File: config.mk
export PLATFORM = sky130hd
export DESIGN_NAME = wb_port_arbiter
export DESIGN_NICKNAME = d
export VERILOG_FILES = /design/src/rtl/wb_port_arbiter.sv
export SDC_FILE = /design/constraint.sdc
export NUM_CORES = 1
export LEC_CHECK = 0
export BUFFER_PORTS_ARGS = -buffer_cell sky130_fd_sc_hd__buf_2
export CORE_ASPECT_RATIO = 2
export CORE_UTILIZATION = 30
export DETAILED_ROUTE_END_ITERATION = 16
export PLACE_DENSITY_LB_ADDON = 0.2
export SLEW_MARGIN = 15
export SYNTH_ARGS = -nofsm -noshare
export SYNTH_HDL_FRONTEND = slang
export SYNTH_SLANG_ARGS = --single-unit
File: constraint.sdc
create_clock -name clk -period 3.4 [get_ports clk]
set_input_delay 0.68 -clock clk [delete_from_list [all_inputs] [get_ports clk]]
set_output_delay 0.68 -clock clk [all_outputs]
set_load 0.01 [all_outputs]
File: src/rtl/wb_port_arbiter.sv
// Register-file write-port arbiter: pipeline writeback wins, long-latency results queue in a FIFO.
// Optional same-cycle bypass of an idle port is enabled by defining WB_BYPASS_EN.
module wb_port_arbiter #(
    parameter int DEPTH        = 4,
    parameter int STARVE_LIMIT = 4,
    parameter int DATA_W       = 16
) (
    input  logic              clk,
    input  logic              rst,
    input  logic              pipe_wr_en,
    input  logic [2:0]        pipe_wr_reg,
    input  logic [DATA_W-1:0] pipe_wr_data,
    input  logic              ll_valid,
    input  logic [2:0]        ll_reg,
    input  logic [DATA_W-1:0] ll_data,
    output logic              ll_ready,
    output logic              rf_wr_en,
    output logic [2:0]        rf_wr_reg,
    output logic [DATA_W-1:0] rf_wr_data,
    output logic [7:0]        busy_mask,
    output logic              stall_req
);
    localparam int PTR_W = $clog2(DEPTH);
    localparam int CNT_W = $clog2(DEPTH + 1);
    localparam int STV_W = $clog2(STARVE_LIMIT + 1);

    logic [2:0]        ent_reg  [DEPTH];
    logic [DATA_W-1:0] ent_data [DEPTH];
    logic [DEPTH-1:0]  ent_valid;
    logic [PTR_W-1:0]  head;
    logic [PTR_W-1:0]  tail;
    logic [CNT_W-1:0]  count;
    logic [STV_W-1:0]  starve;
    logic              full;
    logic              empty;
    logic              bypass;
    logic              push;
    logic              pop;
    logic              starve_max;

    assign full       = (count == CNT_W'(DEPTH));
    assign empty      = (count == '0);
    assign starve_max = (starve == STV_W'(STARVE_LIMIT));
    assign ll_ready   = !rst && !full;
    assign stall_req  = !rst && (full || starve_max);

`ifdef WB_BYPASS_EN
    assign bypass = !pipe_wr_en && empty && ll_valid;
`else
    assign bypass = 1'b0;
`endif

    // A squashed head still pops on an idle port cycle, it just writes nothing.
    assign push = ll_valid && !full && !bypass;
    assign pop  = !pipe_wr_en && !empty;

    always_comb begin
        rf_wr_en   = 1'b0;
        rf_wr_reg  = pipe_wr_reg;
        rf_wr_data = pipe_wr_data;
        if (!rst) begin
            if (pipe_wr_en) begin
                rf_wr_en = 1'b1;
            end else if (bypass) begin
                rf_wr_en   = 1'b1;
                rf_wr_reg  = ll_reg;
                rf_wr_data = ll_data;
            end else if (!empty && ent_valid[head]) begin
                rf_wr_en   = 1'b1;
                rf_wr_reg  = ent_reg[head];
                rf_wr_data = ent_data[head];
            end
        end
    end

    always_comb begin
        busy_mask = '0;
        for (int i = 0; i < DEPTH; i++) begin
            if (ent_valid[i]) begin
                busy_mask[ent_reg[i]] = 1'b1;
            end
        end
    end

    always_ff @(posedge clk) begin
        if (push) begin
            ent_reg[tail]  <= ll_reg;
            ent_data[tail] <= ll_data;
        end
    end

    // A newer pipeline write to the same register makes older buffered results obsolete.
    always_ff @(posedge clk or posedge rst) begin
        if (rst) begin
            head      <= '0;
            tail      <= '0;
            count     <= '0;
            ent_valid <= '0;
            starve    <= '0;
        end else begin
            for (int i = 0; i < DEPTH; i++) begin
                if (pipe_wr_en && ent_reg[i] == pipe_wr_reg) begin
                    ent_valid[i] <= 1'b0;
                end
            end
            if (pop) begin
                ent_valid[head] <= 1'b0;
                head            <= head + 1'b1;
            end
            if (push) begin
                ent_valid[tail] <= !(pipe_wr_en && ll_reg == pipe_wr_reg);
                tail            <= tail + 1'b1;
            end
            if (push && !pop) begin
                count <= count + 1'b1;
            end else if (pop && !push) begin
                count <= count - 1'b1;
            end
            if (pipe_wr_en && !empty) begin
                starve <= starve_max ? starve : starve + 1'b1;
            end else begin
                starve <= '0;
            end
        end
    end
endmodule
## Word-level counts from Yosys, hierarchy flattened

Memories as Yosys holds them, arrays and structs flattened.
Index checks and enable logic that the tools add are counted.
W data, S select, Z words.

- Add/subtract/negate cells: 5
- $lt $le $gt $ge: 12
- Equality and inequality tests: 8
- Muxes and demuxes: 40
- Bitwise operators: 5
- Reduce and logical (&&, ||, !) cells: 29

Operator list:

| kind | number |
|---|---|
| $mux W16 | 3 |
| $mux W8 | 4 |
| $or A8 B8 Y8 | 3 |
| $mux W3 | 7 |
| $logic_and A1 B1 Y1 | 19 |
| $lt A3 B4 Y1 const B | 4 |
| $mux W1 | 16 |
| $eq A3 B3 Y1 | 5 |
| $demux W1 S3 | 4 |
| $ge A3 B1 Y1 const B | 4 |
| $mux W4 | 2 |
| $logic_not A1 Y1 | 7 |
| $add A3 B1 Y3 const B | 2 |
| $eq A3 B3 Y1 const B | 2 |
| $lt A2 B3 Y1 const B | 2 |
| $add A2 B1 Y2 const B | 2 |
| $and A4 B4 Y4 | 1 |
| $bwmux W4 | 1 |
| $demux W1 S2 | 2 |
| $ge A2 B1 Y1 const B | 2 |
| $not A4 Y4 | 1 |
| $logic_not A3 Y1 | 1 |
| $sub A3 B1 Y3 const B | 1 |
| $bmux W1 S2 | 1 |
| other kinds (3) | 3 |

- Bits in registers: 14
- Memory bits (writable): 76
- Input port bits: 42
- Output and inout port bits: 30
- Word-level logic and storage cells: 106
- Memories: 2

Memories:

| memory | words | bits a word | rd ports | clocked after memory_dff | wr ports | line | text |
|---|---|---|---|---|---|---|---|
| ent_data | 4 | 16 | 1 | 0 | 1 | 28 | `logic [DATA_W-1:0] ent_data [DEPTH];` |
| ent_reg | 4 | 3 | 5 | 0 | 1 | 27 | `logic [2:0] ent_reg [DEPTH];` |

## Longest topological paths before layout

Gate-level depths: netlist of the first run.
An unclocked memory read counts as a cell.

- Word-level depth: 12
- Mapped depth: 10
- Mapped depth without buffers: 9

## Worst setup path after synthesis of the first run

OpenSTA, ideal clock, no wires.

- Path type: input-to-output
- Start point: input port rst
- End point: output port rf_wr_data[0]
- Data arrival time: 1786 ps
- Required time: 2720 ps
- Setup slack: 934 ps
- Stages: 4
- Path buffers: 1
- Cells stage by stage: inv_1 nand3_4 buf_12 mux2_4

- Longest elaborated chain between the ends: 1

RTL lines:

| element | line | text |
|---|---|---|
| from (decl) | 9 | `input logic rst,` |
| $mux W16 | 61 | `if (!rst) begin` |
| to (decl) | 19 | `output logic [DATA_W-1:0] rf_wr_data,` |

No other way between the ends.

## Worst setup path after layout of the first run

- Start point: register ent_valid[2]
- End point: output port rf_wr_data[12]

- Longest elaborated chain between the ends: 6

RTL lines:

| element | line | text |
|---|---|---|
| from (decl) | 29 | `logic [DEPTH-1:0] ent_valid;` |
| from (signal, indexed assignment) | 111 | `ent_valid[tail] <= !(pipe_wr_en && ll_reg == pipe_wr_reg);` |
| $bmux W1 S2 | 68 | `end else if (!empty && ent_valid[head]) begin` |
| $mux W1 (implied by the code) | 68 |  |
| $logic_and A1 B1 Y1 | 68 |  |
| $mux W16 | 68 |  |
| $mux W16 | 62 | `if (pipe_wr_en) begin` |
| $mux W16 | 61 |  |

No other way between the ends. The select of a mux whose other input is x is not followed.

==> impl_metrics.csv, run 1 <==
group,metric,value,unit
run_status,status,"complete, no violations",
floorplan,ios,72,
timing,finalHoldViolCount,0,
critical_path,cp_slowest_cell,"mux4_2",
synth,async_flop_share,0.1556,
critical_path,path_buf_inv,1,
final_layout,utilization,0.3716,
drt,antenna_left,0,
floorplan,dieArea,15130,µm²
clocking,numCtsBuffers,9,
synth,ys_top_cells_by_count,"edfxtp_1, mux4_2, nand2_1",
clocking,post-cts-setup-buffer-count,0,
synth,synth_top_area_frac,0.5207,
critical_path,max_stage_delay,550,ps
floorplan,initial_core_util,0.3071,
global_routing,first_global_vias,2922,
drt,drtIter0Drc,108,
timing,rsz0062_at_grt,"no",
power,power.density,785.6,nW/µm²
floorplan,coreArea,14270,µm²
clocking,clk_latency,330,ps
synth,yosys_warnings,0,
hold_path,hold_class,"primary input to async pin",
placement,io_buffer_count,71,
synth,synth_fa_ha_area_frac,0.03597,
critical_path,required,2720,ps
synth,synth_top_family_by_area,"multiplexers",
critical_path,crit_path_max_fanout,19,
global_routing,grt_max_degree,23,
final_layout,largest_register_ffs,64,
global_routing,grt_pass1_wl,15670,µm
drt,wl,9882,µm
final_layout,n_fill_cell,1385,
drt,wire_per_inst,17.77,µm
critical_path,cp-end-kind,"primary output",
global_routing,antenna_found_initial,1,
final_layout,diodes,0,
clocking,cts_resized,0,
critical_path,crit_path_cell_trace,"mux4_2 -> nand3_4 -> mux2_2 -> buf_2",
synth,ys_seq_area_frac,0.6006,
timing,fin_crit,2953,ps
synth,synth_edf_count,76,
timing,finalCritPeriodShare,0.8686,
timing,slew_headroom,0.6513,
synth,ys_top_cells_by_area,"edfxtp_1, mux4_2, dfrtp_1",
final_layout,multi_input_area,1613,µm²
drt,drc_errors,0,
synth,synth_cell_types,42,
clocking,tritoncts,"done",
synth,synth_most_common_cell,"edfxtp_1",
synth,syn_area_per_cell,15.43,µm²
placement,dpl.hpwl,7192,µm
timing,fin_ws,446.8,ps
placement,gp_congestion,0.8063,
drt,first_pass_iters,4,
clocking,ctsHoldBuffers,0,
synth,syn_area,4383,µm²
final_layout,nNetsFinal,413,
synth,yosys.area_share.simple,0.08307,
synth,yosysTopAreaCell,"edfxtp_1",
timing,worst_pin_slew,519.1,ps
floorplan,die_x,87.47,µm
floorplan,die_y,172.9,µm
power,vdd_drop_max,322.7,µV
drt,vias,2657,
critical_path,critPathTopFamily,"multiplexers",
clocking,cts_sinks,90,
synth,synthXorXnorAreaFrac,0.04196,
global_routing,grt_overflow,0,
synth,synth_fp_nets,338,
drt,via_per_inst,4.779,
power,cellLeakagePower,2.042,nW
clocking,clk_path_buf_depth,2,
critical_path,crit_type,"flip-flop to primary output",
clocking,cts-root-buf,"clkbuf_16",
timing,finalMaxSlewViolations,0,
synth,syn_inst,284,
final_layout,syn2layout_area_growth,21.01,%
clocking,clkTransAtPathRegs,60,ps
flow_run,maxCapViolCount,0,
synth,synth_compound_area_frac,0.04425,
timing,finClkSkew,3.527,ps
global_routing,gr-usage-all-layers,0.1432,
final_layout,seqCellArea,2633,µm²
timing,setup_viol,0,
synth,synthMuxAreaShare,0.1627,
final_layout,drive_gt1_frac,0.3929,
timing,finalSetupTns,0,ps
critical_path,arrival,2270,ps
critical_path,start_kind,"flip-flop",
placement,pre_cts_slack,633.7,ps
synth,synth_flop_cell,"edfxtp_1",
floorplan,rows,62,
clocking,htreeDepth,3,
timing,fmax,338.6,MHz
synth,synth-seq-cells,90,
power breakdown:
group	internal, mW	switching [mW]	total, mW
clock network	0.724	0.406	1.13
logic	0.668	0.708	1.38
registers	1.48	0.182	1.66
worst register-to-register path: cells and delay by family, from the launching register on:
family                   cells  cell delay [ps]
flip-flops                   1              440
buffers and inverters        2              270
adder cells (fa/ha/maj)      2              640
multiplexers                 1              270
AND/OR/NAND/NOR              2              520
cell type report:
cell class | count | area share
timing repair buffer | 80 | 0.07974
sequential | 90 | 0.4963
clock inverter | 7 | 0.02288
multi-input combinational | 165 | 0.3041
clock buffer | 9 | 0.04246
inverter | 13 | 0.009200
tap | 192 | 0.04529
final timing paths:
| check | startpoint | endpoint | slack (ps) | cells past startpoint |
|---|---|---|---|---|
| max reg2reg | count[0] | count[1] | 1160 | 7 |
| min in group clk | count[2] | count[2] | 490 | 1 |
| max in group asynchronous | rst | ent_valid[3] | 2780 | 3 |
| min | rst | count[1] | 450 | 3 |
| min reg2reg | count[2] | count[2] | 490 | 1 |
| max | ent_valid[2] | rf_wr_data[12] | 450 | 4 |
through the flow:
step           instance area [µm²]  cells  hold WS (ps)  total power, mW
2_1_floorplan                 4383    284         456.4            2.630
3_3_place_gp                  4957    540         474.8            3.088
3_5_place_dp                  4957    540         481.0            3.101
4_1_cts                       5304    556         442.8            4.241
5_1_grt                       5304    556         458.0            4.409
6_report                      5304    556         448.0            4.167
kinds of logic after synthesis:
group                      Yosys count
AOI/OAI and AO/OA                   26
xor gates and xnor gates            21
adders and majority gates           12
buffers and inverters               29
DFF                                 90
muxes                               40
and+or+nand+nor                     66
cell usage in the layout, fill, tap and decap left out, types with 2 or more instances in the layout:
master     count
bufinv_16      3
a21oi_1        3
inv_6          3
inv_1         13
nor2_1        10
nor3_1         2
mux2_4        10
mux2_2        10
nand3_1        5
clkbuf_16      9
xor2_1         4
and3_1         2
a32oi_1        2
xnor2_1       17
buf_4          9
nor2b_1        8
edfxtp_1      76
buf_2         71
o211ai_1       2
mux4_2        20
dfrtp_1       14
a22o_2         4
ha_1          11
a31oi_1        3
nand2b_1       5
o22ai_1        4
o21ai_0        2
nand4_1        9
nand2_1       18
o221ai_1       2
layer usage:
| metal | track usage | part of all wire | up-vias |
|---|---|---|---|
| met5 | 0 | 0.0016 | - |
| met4 | 0.07992 | 0.038 | 2 |
| met3 | 0.02959 | 0.034 | 24 |
| met2 | 0.2663 | 0.57 | 65 |
| met1 | 0.1410 | 0.36 | 1331 |
| li1 | - | - | 1235 |
Note: power is estimated with default switching activity, not from simulation.
==> inputs of run 2 (changes only) <==
- CORE_UTILIZATION: 30 -> 55
==> impl_metrics.csv, run 2 (synthesis results as in run 1) <==
group,metric,value,unit
flow_run,maxCapViolCount,0,
floorplan,die_x,65.12,µm
clocking,tritoncts,"done",
drt,wl,8391,µm
power,power.density,763.6,nW/µm²
drt,via_per_inst,5.755,
clocking,cts-root-buf,"clkbuf_16",
clocking,cts_resized,0,
final_layout,final_common_cell,"edfxtp_1",
global_routing,grt_overflow,0,
critical_path,cp_slowest_cell,"mux4_2",
timing,slew_headroom,0.4112,
timing,fmax,344.8,MHz
global_routing,grt_pass1_wl,13540,µm
clocking,clkTransAtPathRegs,60,ps
clocking,clk_path_buf_depth,2,
power,vdd_drop_max,456.2,µV
floorplan,coreArea,7657,µm²
placement,post-place-cells,437,
timing,rsz0062_at_grt,"no",
final_layout,seqCellArea,2633,µm²
clocking,ctsHoldBuffers,0,
drt,drtIter0Drc,156,
power,cellLeakagePower,1.981,nW
final_layout,multi_input_area,1613,µm²
floorplan,rows,45,
critical_path,max_stage_delay,540,ps
final_layout,fin_cells,453,
timing,finalCritPeriodShare,0.8530,
clocking,clk_latency,340,ps
clocking,htreeDepth,3,
global_routing,grt_max_degree,23,
critical_path,cp-end-kind,"primary output",
floorplan,dieArea,8351,µm²
timing,setup_viol,0,
power,finalPower,3.875,mW
timing,finalMaxSlewViolations,0,
critical_path,start_kind,"flip-flop",
final_layout,n_fill_cell,580,
timing,finalHoldViolCount,0,
critical_path,arrival,2220,ps
critical_path,crit_path_cell_trace,"mux4_2 -> nand3_4 -> mux2_2 -> buf_2",
clocking,post-cts-setup-buffer-count,0,
final_layout,diodes,0,
timing,worst_pin_slew,882.2,ps
floorplan,die_y,128.2,µm
run_status,status,"complete, no violations",
final_layout,final_cell_mix,"edfxtp_1, buf_2, mux4_2",
final_layout,syn2layout_area_growth,15.79,%
critical_path,crit_type,"flip-flop to primary output",
clocking,cts_sinks,90,
drt,first_pass_iters,4,
hold_path,hold_class,"primary input to async pin",
drt,drc_errors,0,
drt,vias,2607,
global_routing,antenna_found_initial,0,
final_layout,final_area,5075,µm²
drt,antenna_left,0,
placement,io_buffer_count,71,
critical_path,crit_path_max_fanout,19,
final_layout,largest_register_ffs,64,
global_routing,gr-usage-all-layers,0.2292,
placement,gp_congestion,0.8950,
clocking,numCtsBuffers,9,
floorplan,initial_core_util,0.5724,
placement,placed_cell_area,4797,µm²
floorplan,ios,72,
timing,finClkSkew,6.900,ps
drt,wire_per_inst,18.52,µm
placement,dpl.hpwl,5929,µm
global_routing,first_global_vias,2713,
critical_path,required,2720,ps
final_layout,drive_gt1_frac,0.3844,
final_layout,nNetsFinal,408,
timing,finalSetupTns,0,ps
timing,fin_crit,2900,ps
run 2: final timing paths:
| kind | start | end | slack (ps) | depth (start not counted) |
|---|---|---|---|---|
| max reg2reg | count[0] | count[1] | 1190 | 7 |
| min reg2reg | count[2] | count[2] | 490 | 1 |
| min in group clk | count[2] | count[2] | 490 | 1 |
| min | rst | head[1] | 440 | 3 |
| max in group asynchronous | rst | ent_valid[3] | 2790 | 3 |
| max | ent_valid[0] | rf_wr_reg[2] | 500 | 4 |
run 2: final cells by class:
cell class | instances | share of cell area
clock buffers | 9 | 0.04438
clock inverters | 7 | 0.01036
inverters | 13 | 0.009615
multi-input cells | 165 | 0.3178
flip-flops and latches | 90 | 0.5187
well taps | 94 | 0.02318
repair buffers | 75 | 0.07594
run 2: stage by stage:
stage	setup slack [ps]	hold slack (ps)	util
global route	422.4	468.8	0.6627
floorplan	933.8	456.4	-
global placement	721.1	473.5	0.6265
finish	499.9	441.0	0.6627
CTS	476.8	441.4	0.6627
detailed placement	698.7	483.1	0.6265
run 2: routing by layer:
layer | GRT usage | part of all wire | vias up
li1 | - | - | 1225
met1 | 0.2558 | 0.37 | 1267
met2 | 0.4032 | 0.56 | 97
met3 | 0.04715 | 0.046 | 18
met4 | 0.1176 | 0.023 | 0
met5 | 0 | 0 | -
run 2: power by group:
part           total (mW)  internal (mW)  switching [mW]
clock               0.908          0.499           0.409
combinational        1.31          0.640           0.669
sequential           1.66           1.48           0.176
total                3.88           2.62            1.25
run 2: critical path, delay by kind of cell, from the launching register on:
family        cells  cell delay [ps]
buf+inv           1              140
mux               2              920
simple gates      1              340
flops             1              470
==> inputs of run 3 (changes only) <==
- ABC_AREA: not set -> 1
==> impl_metrics.csv, run 3 <==
group,metric,value,unit
critical_path,regToRegStartpoint,"count[0]",
clocking,clk_path_buf_depth,2,
power,power.density,791.9,nW/µm²
global_routing,first_global_vias,3737,
clocking,clk_latency,340,ps
clocking,cts-root-buf,"clkbuf_16",
global_routing,grt_pass1_wl,17940,µm
placement,io_buffer_count,71,
power,p_seq_frac,0.393,
timing,finalCritPeriodShare,0.8309,
clocking,cts_sinks,90,
clocking,cts_resized,0,
drt,antenna_left,0,
power,vdd_drop_max,490.8,µV
final_layout,largest_register_ffs,64,
clocking,htreeDepth,3,
placement,dpl.hpwl,7804,µm
power,p_sw_frac,0.3938,
power,p_int,2.567,mW
drt,first_pass_iters,4,
flow_run,maxCapViolCount,0,
synth,synth_top_area_frac,0.4876,
timing,fmax,354.0,MHz
synth,synth-seq-cells,90,
final_layout,syn2layout_area_growth,14.22,%
synth,yosys_warnings,0,
power,cellLeakagePower,2.463,nW
placement,gp_congestion,0.9511,
synth,synth_cell_types,28,
synth,yosysTopAreaCell,"edfxtp_1",
drt,top_layer_used,"met4",
floorplan,dieArea,8906,µm²
synth,ys_seq_area_frac,0.5624,
clocking,clkTransAtPathRegs,60,ps
synth,syn_area_per_cell,8.984,µm²
synth,syn_area,4681,µm²
timing,rsz0062_at_grt,"no",
drt,wl_met3,684,µm
critical_path,critPathTopFamily,"simple AND/OR/NAND/NOR gates",
run_status,status,"complete, no violations",
synth,ys_top_cells_by_area,"edfxtp_1, nand2_1, dfrtp_1",
floorplan,rows,47,
final_layout,drive_gt1_frac,0.1700,
global_routing,antenna_found_initial,0,
drt,via_per_inst,5.532,
synth,syn_inst,521,
critical_path,crit_type,"flip-flop to primary output",
drt,wl_met2,6236,µm
synth,synth_most_common_cell,"nand2_1",
floorplan,ios,72,
critical_path,path_buf_inv,2,
critical_path,path_depth,8,
clocking,ctsHoldBuffers,0,
final_layout,fin_cells,692,
synth,ys_top_cells_by_count,"nand2_1, edfxtp_1, nor2_1",
placement,post-place-cells,676,
final_layout,diodes,0,
clocking,numCtsBuffers,9,
timing,fin_ws,574.8,ps
critical_path,required,2720,ps
global_routing,gr-usage-all-layers,0.2786,
timing,slew_headroom,0.3667,
critical_path,start_kind,"flip-flop",
timing,finalMaxSlewViolations,0,
hold_path,hold_class,"primary input to async pin",
final_layout,final_cell_mix,"nand2_1, edfxtp_1, buf_2",
synth,async_flop_share,0.1556,
final_layout,nNetsFinal,643,
synth,synth_edf_count,76,
floorplan,initial_core_util,0.5685,
critical_path,max_stage_delay,530,ps
power,pwr-share-comb,0.378,
timing,worst_pin_slew,949.0,ps
global_routing,grt_max_degree,28,
final_layout,n_fill_cell,693,
drt,vias,3828,
timing,finalHoldViolCount,0,
clocking,post-cts-setup-buffer-count,0,
critical_path,worst_r2r_endpoint,"count[1]",
critical_path,r2r_cells,8,
critical_path,regToRegSetupSlack,1290,ps
critical_path,cp-end-kind,"primary output",
power,finalPower,4.234,mW
clocking,tritoncts,"done",
power,p_clk_frac,0.229,
critical_path,crit_path_cell_trace,"inv_4 -> nand2_1 -> nand3_1 -> and2_4 -> nand2_4 -> nand2_1 -> nand2_1 -> buf_2",
drt,met1_length,3928,µm
placement,pre_cts_slack,886.1,ps
timing,fin_crit,2825,ps
drt,wl,11330,µm
floorplan,coreArea,8233,µm²
final_layout,final_common_cell,"nand2_1",
drt,drc_errors,0,
critical_path,cp_slowest_cell,"dfrtp_1",
synth,synth_flop_cell,"edfxtp_1",
critical_path,crit_path_max_fanout,20,
timing,finClkSkew,6.961,ps
critical_path,cp-endpoint,"rf_wr_data[4]",
synth,synth_fp_nets,575,
floorplan,die_x,67.23,µm
drt,wire_per_inst,16.38,µm
global_routing,grt_overflow,0,
critical_path,crit_top_cell,"nand2_1",
power,p_switching,1.667,mW
critical_path,arrival,2150,ps
timing,finalSetupTns,0,ps
final_layout,utilization,0.6494,
drt,drtIter0Drc,306,
critical_path,crit_path_start,"head[0]",
floorplan,die_y,132.5,µm
timing,setup_viol,0,
## run 3: changes by cell type after synthesis, sizes merged, moves of 13 or more
cell / delta
nand2: +181
nand3: +32
o21ai: +37
xnor2: -14
nor2: +40
inv: +28
mux4: -20
buf: +13
mux2: -19
## run 3: layout make-up
type,instances,area [µm²],area share
repair buffers,76,392.9,0.07348
flip-flops and latches,90,2633,0.4924
well taps,98,122.6,0.02293
clock inverters,6,66.31,0.01240
clock buffers,10,229.0,0.04283
inverters,41,158.9,0.02972
multi-input cells,371,1744,0.3262
## run 3: per-stage QoR
step / cell area (µm²) / hold WS, ps
2_1_floorplan: 4681 / 509.5
3_3_place_gp: 5051 / 530.7
3_5_place_dp: 5051 / 550.2
4_1_cts: 5346 / 462.6
5_1_grt: 5346 / 497.7
6_report: 5346 / 444.9
## run 3: worst min path at each step
stage                     startpoint       end  slack, ps  cells after the start
final                            rst  count[1]        440                      2
after global routing             rst  count[1]        500                      2
after CTS                        rst  count[1]        460                      2
after detailed placement    count[0]  count[0]        550                      1
after global placement      count[0]  count[0]        530                      1
after floorplan             count[0]  count[0]        510                      1
## run 3: layer usage
metal  track usage  vias up
met2        0.4828      148
met5             0        -
met1        0.2923     1784
met3       0.06034       42
met4        0.1690        0
li1              -     1854
## run 3: cell families (layout without fill, tap and decap cells)
kind of cell    count (synthesis)  in the layout  synth area share
compound gates                 48             48           0.05319
xor+xnor                        7              7           0.01310
fa+ha+maj                      12             12           0.03368
buf+inv                        60            133           0.06496
flops                          90             90            0.5624
mux                             1              1          0.002406
simple gates                  303            303            0.2703
## run 3: power groups by stage
stage	clock network (mW)	logic (mW)	registers [mW]
floorplan	0	1.25	1.60
global placement	0	1.57	1.67
detailed placement	0	1.60	1.68
CTS	0.977	1.61	1.66
global route	1.02	1.80	1.69
finish	0.970	1.60	1.66
